`src/rtl/fetch_unit_pkg.sv`:
```
// Shared types and constants for the instruction fetch unit.
package fetch_unit_pkg;

    typedef enum logic [1:0] {
        ST_REQ   = 2'd0,
        ST_WAIT  = 2'd1,
        ST_DRAIN = 2'd2,
        ST_HOLD  = 2'd3
    } fetch_state_t;

    localparam logic [31:0] NOP              = 32'h0000_0000;
    localparam logic [31:0] DEFAULT_RESET_PC = 32'h0000_0000;

    // Instructions are word aligned; the low two address bits are dropped.
    function automatic logic [31:0] align_word(input logic [31:0] addr);
        return {addr[31:2], 2'b00};
    endfunction

endpackage

```
`src/rtl/fetch_unit_pc_reg.sv`:
```
// Program counter with next-PC select: reset > redirect load > sequential increment.
module pc_reg
    import fetch_unit_pkg::*;
#(
    parameter logic [31:0] RESET_PC = DEFAULT_RESET_PC
) (
    input  logic        clock,
    input  logic        reset,
    input  logic        load,
    input  logic [31:0] target,
    input  logic        inc,
    output logic [31:0] pc
);

    // PC update; a redirect target is always word aligned before loading.
    always_ff @(posedge clock) begin
        if (reset) begin
            pc <= RESET_PC;
        end else if (load) begin
            pc <= align_word(target);
        end else if (inc) begin
            pc <= pc + 32'd4;
        end
    end

endmodule

```
`src/rtl/fetch_unit.sv`:
```
// Instruction fetch unit: issues one request at a time, presents the fetched
// instruction to IF/ID and handles branch/jump redirects and stalls.
//
// state | meaning
// ------+-----------------------------------------------------------
// REQ   | request presented at PC, waiting for imem_ready
// WAIT  | request accepted, waiting for the read data
// DRAIN | request accepted but squashed; next rvalid is thrown away
// HOLD  | instruction presented to IF/ID, held while stall is high
module fetch_unit
    import fetch_unit_pkg::*;
#(
    parameter logic [31:0] RESET_PC = DEFAULT_RESET_PC
) (
    input  logic        clock,
    input  logic        reset,
    input  logic        stall,
    input  logic        branch_taken,
    input  logic [31:0] branch_target,
    input  logic        jump,
    input  logic [31:0] jump_target,
    output logic        imem_req,
    output logic [31:0] imem_addr,
    input  logic        imem_ready,
    input  logic        imem_rvalid,
    input  logic [31:0] imem_rdata,
    output logic [31:0] inst,
    output logic [31:0] PCplus4,
    output logic        inst_valid
);

    fetch_state_t state;
    fetch_state_t state_nxt;
    logic         redirect;
    logic [31:0]  redirect_target;
    logic         capture;
    logic         release_hold;
    logic [31:0]  pc;

    assign redirect        = branch_taken | jump;
    assign redirect_target = branch_taken ? branch_target : jump_target;
    assign imem_addr       = pc;

    pc_reg #(
        .RESET_PC(RESET_PC)
    ) u_pc_reg (
        .clock  (clock),
        .reset  (reset),
        .load   (redirect),
        .target (redirect_target),
        .inc    (capture),
        .pc     (pc)
    );

    // State register.
    always_ff @(posedge clock) begin
        if (reset) begin
            state <= ST_REQ;
        end else begin
            state <= state_nxt;
        end
    end

    // Next-state logic. A redirect arriving together with the drained
    // response in DRAIN finishes the drain, otherwise nothing would ever
    // release the FSM from DRAIN.
    always_comb begin
        state_nxt = state;
        case (state)
            ST_REQ: begin
                if (imem_ready) begin
                    state_nxt = redirect ? ST_DRAIN : ST_WAIT;
                end
            end
            ST_WAIT: begin
                if (imem_rvalid) begin
                    state_nxt = redirect ? ST_REQ : ST_HOLD;
                end else if (redirect) begin
                    state_nxt = ST_DRAIN;
                end
            end
            ST_DRAIN: begin
                if (imem_rvalid) begin
                    state_nxt = ST_REQ;
                end
            end
            ST_HOLD: begin
                if (redirect || !stall) begin
                    state_nxt = ST_REQ;
                end
            end
            default: state_nxt = ST_REQ;
        endcase
    end

    // Output decode: request strobe plus capture/release strobes for IF/ID.
    always_comb begin
        imem_req     = (state == ST_REQ) && !reset;
        capture      = (state == ST_WAIT) && imem_rvalid && !redirect;
        release_hold = (state == ST_HOLD) && !stall;
    end

    // IF/ID register; imem_rdata only reaches outputs through these flops.
    always_ff @(posedge clock) begin
        if (reset) begin
            inst       <= NOP;
            PCplus4    <= 32'd0;
            inst_valid <= 1'b0;
        end else if (redirect) begin
            inst       <= NOP;
            inst_valid <= 1'b0;
        end else if (capture) begin
            inst       <= imem_rdata;
            PCplus4    <= pc + 32'd4;
            inst_valid <= 1'b1;
        end else if (release_hold) begin
            inst       <= NOP;
            inst_valid <= 1'b0;
        end
    end

endmodule

```
`config.mk`:
```
export PLATFORM = sky130hd
export DESIGN_NAME = fetch_unit
export DESIGN_NICKNAME = d
export VERILOG_FILES = /design/src/rtl/fetch_unit_pkg.sv /design/src/rtl/fetch_unit_pc_reg.sv /design/src/rtl/fetch_unit.sv
export SDC_FILE = /design/constraint.sdc
export NUM_CORES = 1
export LEC_CHECK = 0
export ABC_AREA = 0
export BUFFER_PORTS_ARGS = -buffer_cell sky130_fd_sc_hd__buf_2
export CORE_MARGIN = 4
export CORE_UTILIZATION = 45
export CTS_BUF_LIST = sky130_fd_sc_hd__clkbuf_2 sky130_fd_sc_hd__clkbuf_4 sky130_fd_sc_hd__clkbuf_8
export DETAILED_ROUTE_END_ITERATION = 8
export PLACE_DENSITY = 0.71
export SYNTH_ARGS = -nofsm -noshare
export SYNTH_HDL_FRONTEND = slang
export SYNTH_HIERARCHICAL = 1
export SYNTH_SLANG_ARGS = --single-unit
```
`constraint.sdc`:
```
create_clock -name clock -period 3.35 [get_ports clock]
set_input_delay 0.1675 -clock clock [delete_from_list [all_inputs] [get_ports clock]]
set_output_delay 0.1675 -clock clock [all_outputs]
set_load 0.005 [all_outputs]
```
[Word level (Yosys, flattened, before mapping)]
Index checks and enable logic that the tools add are counted.
Word-level totals
  register bits: 99
  bits of input ports: 103
  word-level logic and storage cells: 45
Cells by class
  add/subtract/negate cells: 1
  equal/unequal tests: 7
  muxes and demuxes: 15
  bitwise logic cells: 2
  reductions and logical operators: 14
Operators by type and width (number)
  $mux 32: 5
  $add 32x3->32 const B: 1
  $mux 2: 7
  $pmux 2 s4: 1
  $ne 2x2->1 const B: 3
  $eq 2x2->1 const B: 2
  $logic_and 1x1->1: 4
  $reduce_and 4->1: 1
  $reduce_bool 2->1: 2
  $logic_not 1->1: 3
  $ne 3x3->1 const B: 1
  $eq 2x1->1 const B: 1
  $logic_not 2->1: 1
  $mux 1: 2
  $reduce_and 2->1: 1
  $reduce_or 2->1: 1
  $logic_or 1x1->1: 1
  $not 1->1: 1
  $or 1x1->1: 1

[Longest topological paths before layout]
Gate-level depths: netlist of run 1.
  depth after elaboration: 5
  depth in mapped cells: 11
  mapped depth without buffers: 7

[Cells and area by module]
Netlist of run 1, hierarchy kept.
Modules (own cells, without submodules)
  fetch_unit: times used 1, cells each 408, area each 3475.8 sq um
  pc_reg: times used 1, cells each 251, area each 1929.4 sq um

[Worst setup path after synthesis of run 1]
No wires, ideal clock.
  path type: register -> register
  start: register state[1]
  end: register u_pc_reg.pc[16]
  setup time: 91 ps
  arrival: 2596 ps
  required time: 3259 ps
  path slack: 663 ps
  cell stages (with the launch flop): 10
  path buffers: 3
  period minus slack after synthesis: 2687 ps
  cells stage by stage: dfxtp_1 -> nor4b_2 -> nand2_1 -> inv_1 -> buf_2 -> buf_2 -> buf_2 -> nand2_1 -> or4_1 -> a311oi_1
Between the ends
  cells in the longest elaborated chain, start to end: 4
Ends and longest elaborated chain
  from (decl): line fetch_unit.sv:32  | fetch_state_t state;
  from (signal assigned): line fetch_unit.sv:60  | state <= state_nxt;
  $eq 2x1->1: line fetch_unit.sv:99  | capture = (state == ST_WAIT) && imem_rvalid && !redirect;
  $logic_and 1x1->1 (2 in series): line fetch_unit.sv:99
  via capture: line fetch_unit.sv:36  | logic capture;
  $reduce_bool 2->1 (no line)
  to (signal assigned): line fetch_unit_pc_reg.sv:20  | pc <= align_word(target);
  to (signal assigned): line fetch_unit_pc_reg.sv:22  | pc <= pc + 32'd4;
  to (decl): line fetch_unit_pc_reg.sv:12  | output logic [31:0] pc
The timed path passes the listed nets, and every way through them passes these cells.
A chain may end at the register's enable or synchronous reset.

[Worst setup path after layout of run 1]
  start: register u_pc_reg.pc[2]
  end: register PCplus4[30]
Between the ends
  cells in the longest elaborated chain, start to end: 1
Ends and longest elaborated chain
  $add 32x3->32: line fetch_unit.sv:114  | PCplus4 <= pc + 32'd4;
  to (signal assigned): line fetch_unit.sv:114
  to (decl): line fetch_unit.sv:28  | output logic [31:0] PCplus4,
Every way passes these cells.

==> run_results.csv, run 1 <==
group,metric,value,unit
run_status,status,"finished clean",
worst_hold_path,worstHoldPathType,"in -> reg",
power_and_ir_drop,power.total,2.31,mW
yosys,synth.cell_area,5380,µm²
floorplan,die_y,117,µm
global_route,grt_usage,22.5,%
clock_network,htreeDepth,3,
placed_design,gp_congestion,0.905,
detailed_routing,wl_per_cell,16.8,µm
global_route,grt_pass1_wl,26200,µm
clock_network,root_buffer,"clkbuf_8",
floorplan,dieWidth,117,µm
layout,fin_area,6600,µm²
timing,drv_slew,0,
timing,tightest_slew,1.25,ns
clock_network,cts_tree,"built",
setup_path,crit_type,"reg -> reg",
timing,skew,0.0142,ns
clock_network,ctsResizeCount,0,
timing,layout_min_cycle_time,2.63,ns
detailed_routing,first_iter_violations,382,
detailed_routing,dr.pass1.iters,5,
detailed_routing,totalWireLength,16300,µm
global_route,grt_pass1_vias,5429,
layout,final-instance-count-excl-fill,971,
yosys,syn_area_per_cell,8.19,µm²
layout,multi_input_area,3190,µm²
power_and_ir_drop,peakVddDrop,0.000193,V
timing,worst_hold_slack,0.0548,ns
global_route,grt_overflow,0,
layout,syn_to_final_growth,22.6,%
setup_path,worstPathArrival,2.89,ns
floorplan,die_area,13800,µm²
floorplan,pin_count,201,
setup_path,cp.required,3.61,ns
timing,finalHoldViolCount,0,
detailed_routing,via_count,5705,
setup_path,start_kind,"flip-flop",
placed_design,dpl.hpwl,11800,µm
timing,slew_headroom,16.5,%
clock_network,clk_pin_slew,0.10,ns
global_route,antenna_found_initial,0,
layout,layout-drive-gt1-share,32.5,%
placed_design,dpl_cell_area,6420,µm²
detailed_routing,ant_nets,0,
layout,num-fill-cells,1091,
detailed_routing,vias_per_cell,5.88,
placed_design,post-place-cells,955,
flow_run,cap_viol_max_count,0,
power_and_ir_drop,power_density,349,nW/µm²
power_and_ir_drop,p_leak,2.78,nW
clock_network,clock_path_buffers,2,
setup_path,end_kind,"flip-flop",
timing,finalSetupTns,0,ns
clock_network,cts_sinks,97,
timing,setup_viol,0,
timing,rsz0062_at_grt,"false",
timing,timing.final.crit_share,78.5,%
clock_network,clock_latency,0.39,ns
layout,layout.area.seq,1940,µm²
placed_design,dp_slack,0.767,ns
layout,nets,928,
floorplan,row_count,39,
placed_design,numPortBuffers,194,
yosys,syn_inst,657,
layout,fin_util,57.1,%
timing,setup_ws,0.722,ns
layout,num_antenna_cells,0,
timing,fmax,0.380,GHz
yosys,yosys_warnings,6,
clock_network,cts_buffers,9,
setup_path,cp_max_fo,11,
detailed_routing,drc,0,
global_route,grt_max_degree,44,
floorplan,start_util,46.5,%
clock_network,cts_hold_buf,0,
clock_network,post_cts_buffers,0,
floorplan,core,11600,µm²
placed cells by master (no fill, tap or decap), types with 21 or more instances in the layout:
cell / n
a211oi_1: 32
a31oi_1: 36
and3_1: 41
buf_2: 194
dfxtp_1: 97
mux2_2: 31
nand2_1: 40
nand4_1: 21
nor2_1: 90
nor4_1: 22
power breakdown:
group | switching [mW] | leakage (nW) | internal [mW]
clock network | 0.459 | 0.0929 | 0.285
registers | 0.0909 | 0.790 | 1.19
logic | 0.137 | 1.89 | 0.149
total | 0.688 | 2.78 | 1.62
worst max-delay path, cell delays in order (launching register included):
cell      delay, ns
dfxtp_1        0.62
ha_1           0.27
nand3_1        0.28
nor4_2         0.75
a211oi_1       0.20
nor4_1         0.40
cell type report:
type | instances | area share (%)
Clock buffer | 9 | 1.88
Clock inverter | 7 | 0.891
Inverter | 14 | 0.796
Multi-Input combinational cell | 496 | 48.3
Sequential cell | 97 | 29.4
Tap cell | 143 | 2.71
Timing Repair Buffer | 205 | 16.0
final timing paths:
| kind | startpoint | to | slack (ns) | depth (start not counted) |
|---|---|---|---|---|
| min | stall | state[0] | 0.05 | 3 |
| max | u_pc_reg/pc[2] | PCplus4[30] | 0.72 | 5 |
| max reg2reg | u_pc_reg/pc[2] | PCplus4[30] | 0.72 | 5 |
| min reg2reg | PCplus4[1] | PCplus4[1] | 0.46 | 2 |
per-layer routing:
layer | track usage, % | share of wire (%) | vias up
li1 | - | - | 2792
met1 | 29.2 | 44 | 2619
met2 | 36.3 | 46 | 260
met3 | 5.34 | 7.3 | 34
met4 | 9.02 | 2.7 | 0
met5 | 0 | 0 | -
No activity file was read; power rests on OpenSTA's default activity.
==> run 2, diff against run 1 <==
Clock period 3.35 ns to 2.5 ns, I/O delays scaled along.
==> run_results.csv, run 2 (synthesis results as in run 1) <==
group,metric,value,unit
placed_design,gp_congestion,0.939,
placed_design,post-place-cells,976,
flow_run,cap_viol_max_count,0,
global_route,grt_pass1_wl,26900,µm
timing,worst_hold_slack,0.0338,ns
timing,finalHoldViolCount,0,
floorplan,dieWidth,117,µm
layout,num_antenna_cells,0,
detailed_routing,totalWireLength,16800,µm
floorplan,core,11600,µm²
detailed_routing,wl_per_cell,17.0,µm
layout,final_common_cell,"buf_2",
floorplan,start_util,46.5,%
setup_path,start_kind,"flip-flop",
placed_design,dpl.hpwl,12400,µm
floorplan,die_area,13800,µm²
layout,fin_util,58.6,%
detailed_routing,drc,0,
setup_path,crit_type,"reg -> reg",
run_status,status,"finished clean",
layout,layout_common_cells,"buf_2 (194), dfxtp_1 (97), nor2_1 (90)",
clock_network,clock_path_buffers,2,
timing,setup_viol,0,
detailed_routing,via_count,5765,
timing,fmax,0.438,GHz
power_and_ir_drop,p_comb_share,13.7,%
floorplan,pin_count,201,
power_and_ir_drop,intPower,2.28,mW
global_route,grt_pass1_vias,5419,
floorplan,die_y,117,µm
layout,layout-drive-gt1-share,34.4,%
setup_path,worstPathArrival,2.60,ns
power_and_ir_drop,power_frac_clock,33.2,%
global_route,antenna_found_initial,0,
timing,layout_min_cycle_time,2.28,ns
detailed_routing,ant_nets,0,
timing,tightest_slew,1.09,ns
power_and_ir_drop,swShare,28.4,%
clock_network,htreeDepth,3,
timing,rsz0062_at_grt,"false",
clock_network,root_buffer,"clkbuf_8",
floorplan,row_count,39,
timing,drv_slew,0,
layout,syn_to_final_growth,26.0,%
setup_path,cp.required,2.82,ns
timing,finalSetupTns,0,ns
global_route,grt_overflow,0,
power_and_ir_drop,p_switching,903,µW
clock_network,cts_tree,"built",
placed_design,numPortBuffers,194,
timing,timing.final.crit_share,91.3,%
worst_hold_path,worstHoldPathType,"in -> reg",
power_and_ir_drop,p_leak,2.89,nW
setup_path,cp_max_fo,10,
timing,slew_headroom,27.2,%
power_and_ir_drop,power_density,470,nW/µm²
clock_network,cts_sinks,97,
power_and_ir_drop,peakVddDrop,0.000259,V
clock_network,cts_buffers,9,
clock_network,clock_latency,0.37,ns
detailed_routing,first_iter_violations,435,
detailed_routing,dr.pass1.iters,5,
power_and_ir_drop,seq_power_share,53.1,%
timing,skew,0.0135,ns
layout,final-instance-count-excl-fill,992,
global_route,grt_max_degree,51,
setup_path,end_kind,"flip-flop",
layout,nets,949,
clock_network,post_cts_buffers,0,
detailed_routing,vias_per_cell,5.81,
global_route,grt_usage,23.3,%
clock_network,clk_pin_slew,0.10,ns
==> run 2: power groups by stage <==
stage / Combinational, mW / Sequential [mW] / Clock [mW]
after floorplan: 0.220 / 1.71 / 0
after global placement: 0.423 / 1.72 / 0
after detailed placement: 0.432 / 1.72 / 0
after CTS: 0.435 / 1.69 / 1.08
after global routing: 0.482 / 1.70 / 1.15
final: 0.437 / 1.69 / 1.06
==> run 2: final cells by class <==
type,instances,area [µm²]
clock inverter,7,76.3
fill,1080,4780
multi-input combinational,496,3200
tap,143,179
sequential,97,1940
timing repair buffer,226,1210
inverter,14,52.6
clock buffer,9,124
==> run 2: worst paths after layout <==
check                       from              end  slack, ns  cells after the start
setup / recovery  u_pc_reg/pc[6]  u_pc_reg/pc[23]       0.22                      5
hold / removal             stall         state[0]       0.03                      3
hold reg to reg       PCplus4[3]       PCplus4[3]       0.46                      2
setup reg to reg  u_pc_reg/pc[6]  u_pc_reg/pc[23]       0.22                      5
==> run 2: critical path, stage by stage, from the launching register on <==
cell and delay (ns):
dfxtp_1 0.49, buf_4 0.21, nand3_4 0.13, or4_1 0.74, or4_1 0.56, nand3_1 0.09
==> run 2: through the flow <==
stage	area [µm²]	power, mW	setup slack, ns
3_3_place_gp	6580	2.14	0.312
5_1_grt	6780	3.33	0.0295
3_5_place_dp	6580	2.16	0.266
6_report	6780	3.19	0.217
2_1_floorplan	5400	1.93	0.00361
4_1_cts	6780	3.20	0.235
==> run 2: repair_timing <==
item / 4_1_cts / 5_1_grt
hold buffers: 0 / 0
setup endpoints to repair: 0 / 1
resized for setup: 0 / 1
==> run 2: per-layer routing <==
metal,up-vias,wire length (µm),GRT usage (%)
li1,2828,-,-
met1,2682,7530,30.7
met2,237,8040,39.4
met3,18,1070,4.04
met4,0,199,6.45
met5,-,0,0
==> run 3, diff against run 2 <==
==> constraint.sdc (replaced) <==
create_clock -name clock -period 2.5 [get_ports clock]
set_input_delay 0.625 -clock clock [delete_from_list [all_inputs] [get_ports clock]]
set_output_delay 0.625 -clock clock [all_outputs]
set_load 0.005 [all_outputs]
==> run_results.csv, run 3 (synthesis results as in run 1) <==
group,metric,value,unit
global_route,grt_overflow,0,
setup_path,crit_chain,"nand4_4 > or4_4 > or4_1 > a311oi_1",
power_and_ir_drop,peakVddDrop,0.000212,V
worst_hold_path,worstHoldPathType,"reg -> reg",
floorplan,pin_count,201,
layout,syn_to_final_growth,28.0,%
clock_network,htreeDepth,3,
detailed_routing,vias_per_cell,5.90,
power_and_ir_drop,power_density,449,nW/µm²
timing,skew,0.0116,ns
global_route,grt_pass1_vias,5696,
timing,drv_slew,0,
timing,layout_min_cycle_time,2.24,ns
clock_network,ctsResizeCount,0,
floorplan,row_count,39,
setup_path,crit_type,"reg -> reg",
layout,num_antenna_cells,0,
timing,timing.final.crit_share,89.6,%
global_route,grt_max_degree,44,
clock_network,cts_hold_buf,0,
setup_path,worstPathArrival,2.52,ns
setup_path,cpPeakStageDelay,0.64,ns
clock_network,cts_buffers,9,
global_route,grtUsageMet2,40.4,%
global_route,top_usage_layer,"met2",
floorplan,dieWidth,117,µm
layout,layout-drive-gt1-share,36.2,%
floorplan,start_util,46.5,%
placed_design,post-place-cells,990,
global_route,grt_usage,23.7,%
detailed_routing,first_iter_violations,392,
global_route,antenna_found_initial,0,
timing,setup_ws,0.260,ns
layout,fin_area,6890,µm²
clock_network,clock_path_buffers,2,
detailed_routing,dr.pass1.iters,5,
clock_network,clock_latency,0.36,ns
layout,layout_common_cells,"buf_2 (194), dfxtp_1 (97), nor2_1 (90)",
clock_network,cts_sinks,97,
layout,final_common_cell,"buf_2",
setup_path,end_kind,"flip-flop",
run_status,status,"finished clean",
timing,rsz0062_at_grt,"false",
layout,nets,963,
placed_design,dpl_cell_area,6710,µm²
setup_path,start_kind,"flip-flop",
detailed_routing,totalWireLength,17000,µm
placed_design,numPortBuffers,194,
placed_design,dpl.hpwl,12400,µm
floorplan,die_y,117,µm
detailed_routing,wl_per_cell,16.9,µm
global_route,grt_pass1_wl,27600,µm
timing,fmax,0.446,GHz
setup_path,cp.required,2.78,ns
placed_design,dp_slack,0.0742,ns
global_route,grt_use_met1,30.4,%
flow_run,cap_viol_max_count,0,
clock_network,clk_pin_slew,0.10,ns
setup_path,cp_slowest_cell,"or4_4",
clock_network,root_buffer,"clkbuf_8",
global_route,use_met3,3.27,%
clock_network,cts_tree,"built",
floorplan,die_area,13800,µm²
clock_network,post_cts_buffers,0,
setup_path,cp_max_fo,12,
detailed_routing,ant_nets,0,
power_and_ir_drop,p_leak,2.95,nW
detailed_routing,drc,0,
placed_design,gp_congestion,0.888,
timing,setup_viol,0,
layout,final-instance-count-excl-fill,1006,
floorplan,core,11600,µm²
detailed_routing,via_count,5936,
timing,finalHoldViolCount,0,
[run 3: power by group]
group / switching [mW] / internal [mW] / total, mW / leakage, nW
logic: 0.219 / 0.228 / 0.447 / 2.07
clock network: 0.585 / 0.373 / 0.958 / 0.0944
registers: 0.104 / 1.59 / 1.69 / 0.790
[run 3: worst max-delay path, delay by kind of cell, from the launching register on]
family           cells  cell delay, ns
flip-flops           1            0.56
AO/OA/AOI/OAI        1            0.25
AND/OR/NAND/NOR      3            1.33
[run 3: area by class of cell]
type | count | area, µm²
Sequential cell | 97 | 1940
Clock inverter | 7 | 53.8
Tap cell | 143 | 179
Timing Repair Buffer | 240 | 1320
Clock buffer | 9 | 124
Inverter | 14 | 52.6
Fill cell | 1092 | 4670
Multi-Input combinational cell | 496 | 3220
[run 3: path summary, 6_finish.rpt]
| kind | start | endpoint | slack [ns] | cells after the start |
|---|---|---|---|---|
| setup / recovery | u_pc_reg/pc[6] | PCplus4[29] | 0.26 | 4 |
| hold / removal | inst_valid | inst_valid | 0.46 | 2 |
| setup reg to reg | u_pc_reg/pc[6] | PCplus4[29] | 0.26 | 4 |
| hold reg to reg | inst_valid | inst_valid | 0.46 | 2 |
[run 3: routing by layer]
layer	up-vias	part of all wire, %
li1	2852	-
met1	2788	44
met2	266	48
met3	30	6.9
met4	0	1.9
met5	-	0
[run 3: per-stage QoR]
stage / util (%) / total power, mW / setup TNS, ns / hold slack, ns
2_1_floorplan: - / 1.94 / -0.441 / 0.453
3_3_place_gp: 58.1 / 2.15 / 0 / 0.445
3_5_place_dp: 58.1 / 2.17 / 0 / 0.448
4_1_cts: 59.6 / 3.13 / 0 / 0.462
5_1_grt: 59.6 / 3.24 / 0 / 0.483
6_report: 59.6 / 3.10 / 0 / 0.458
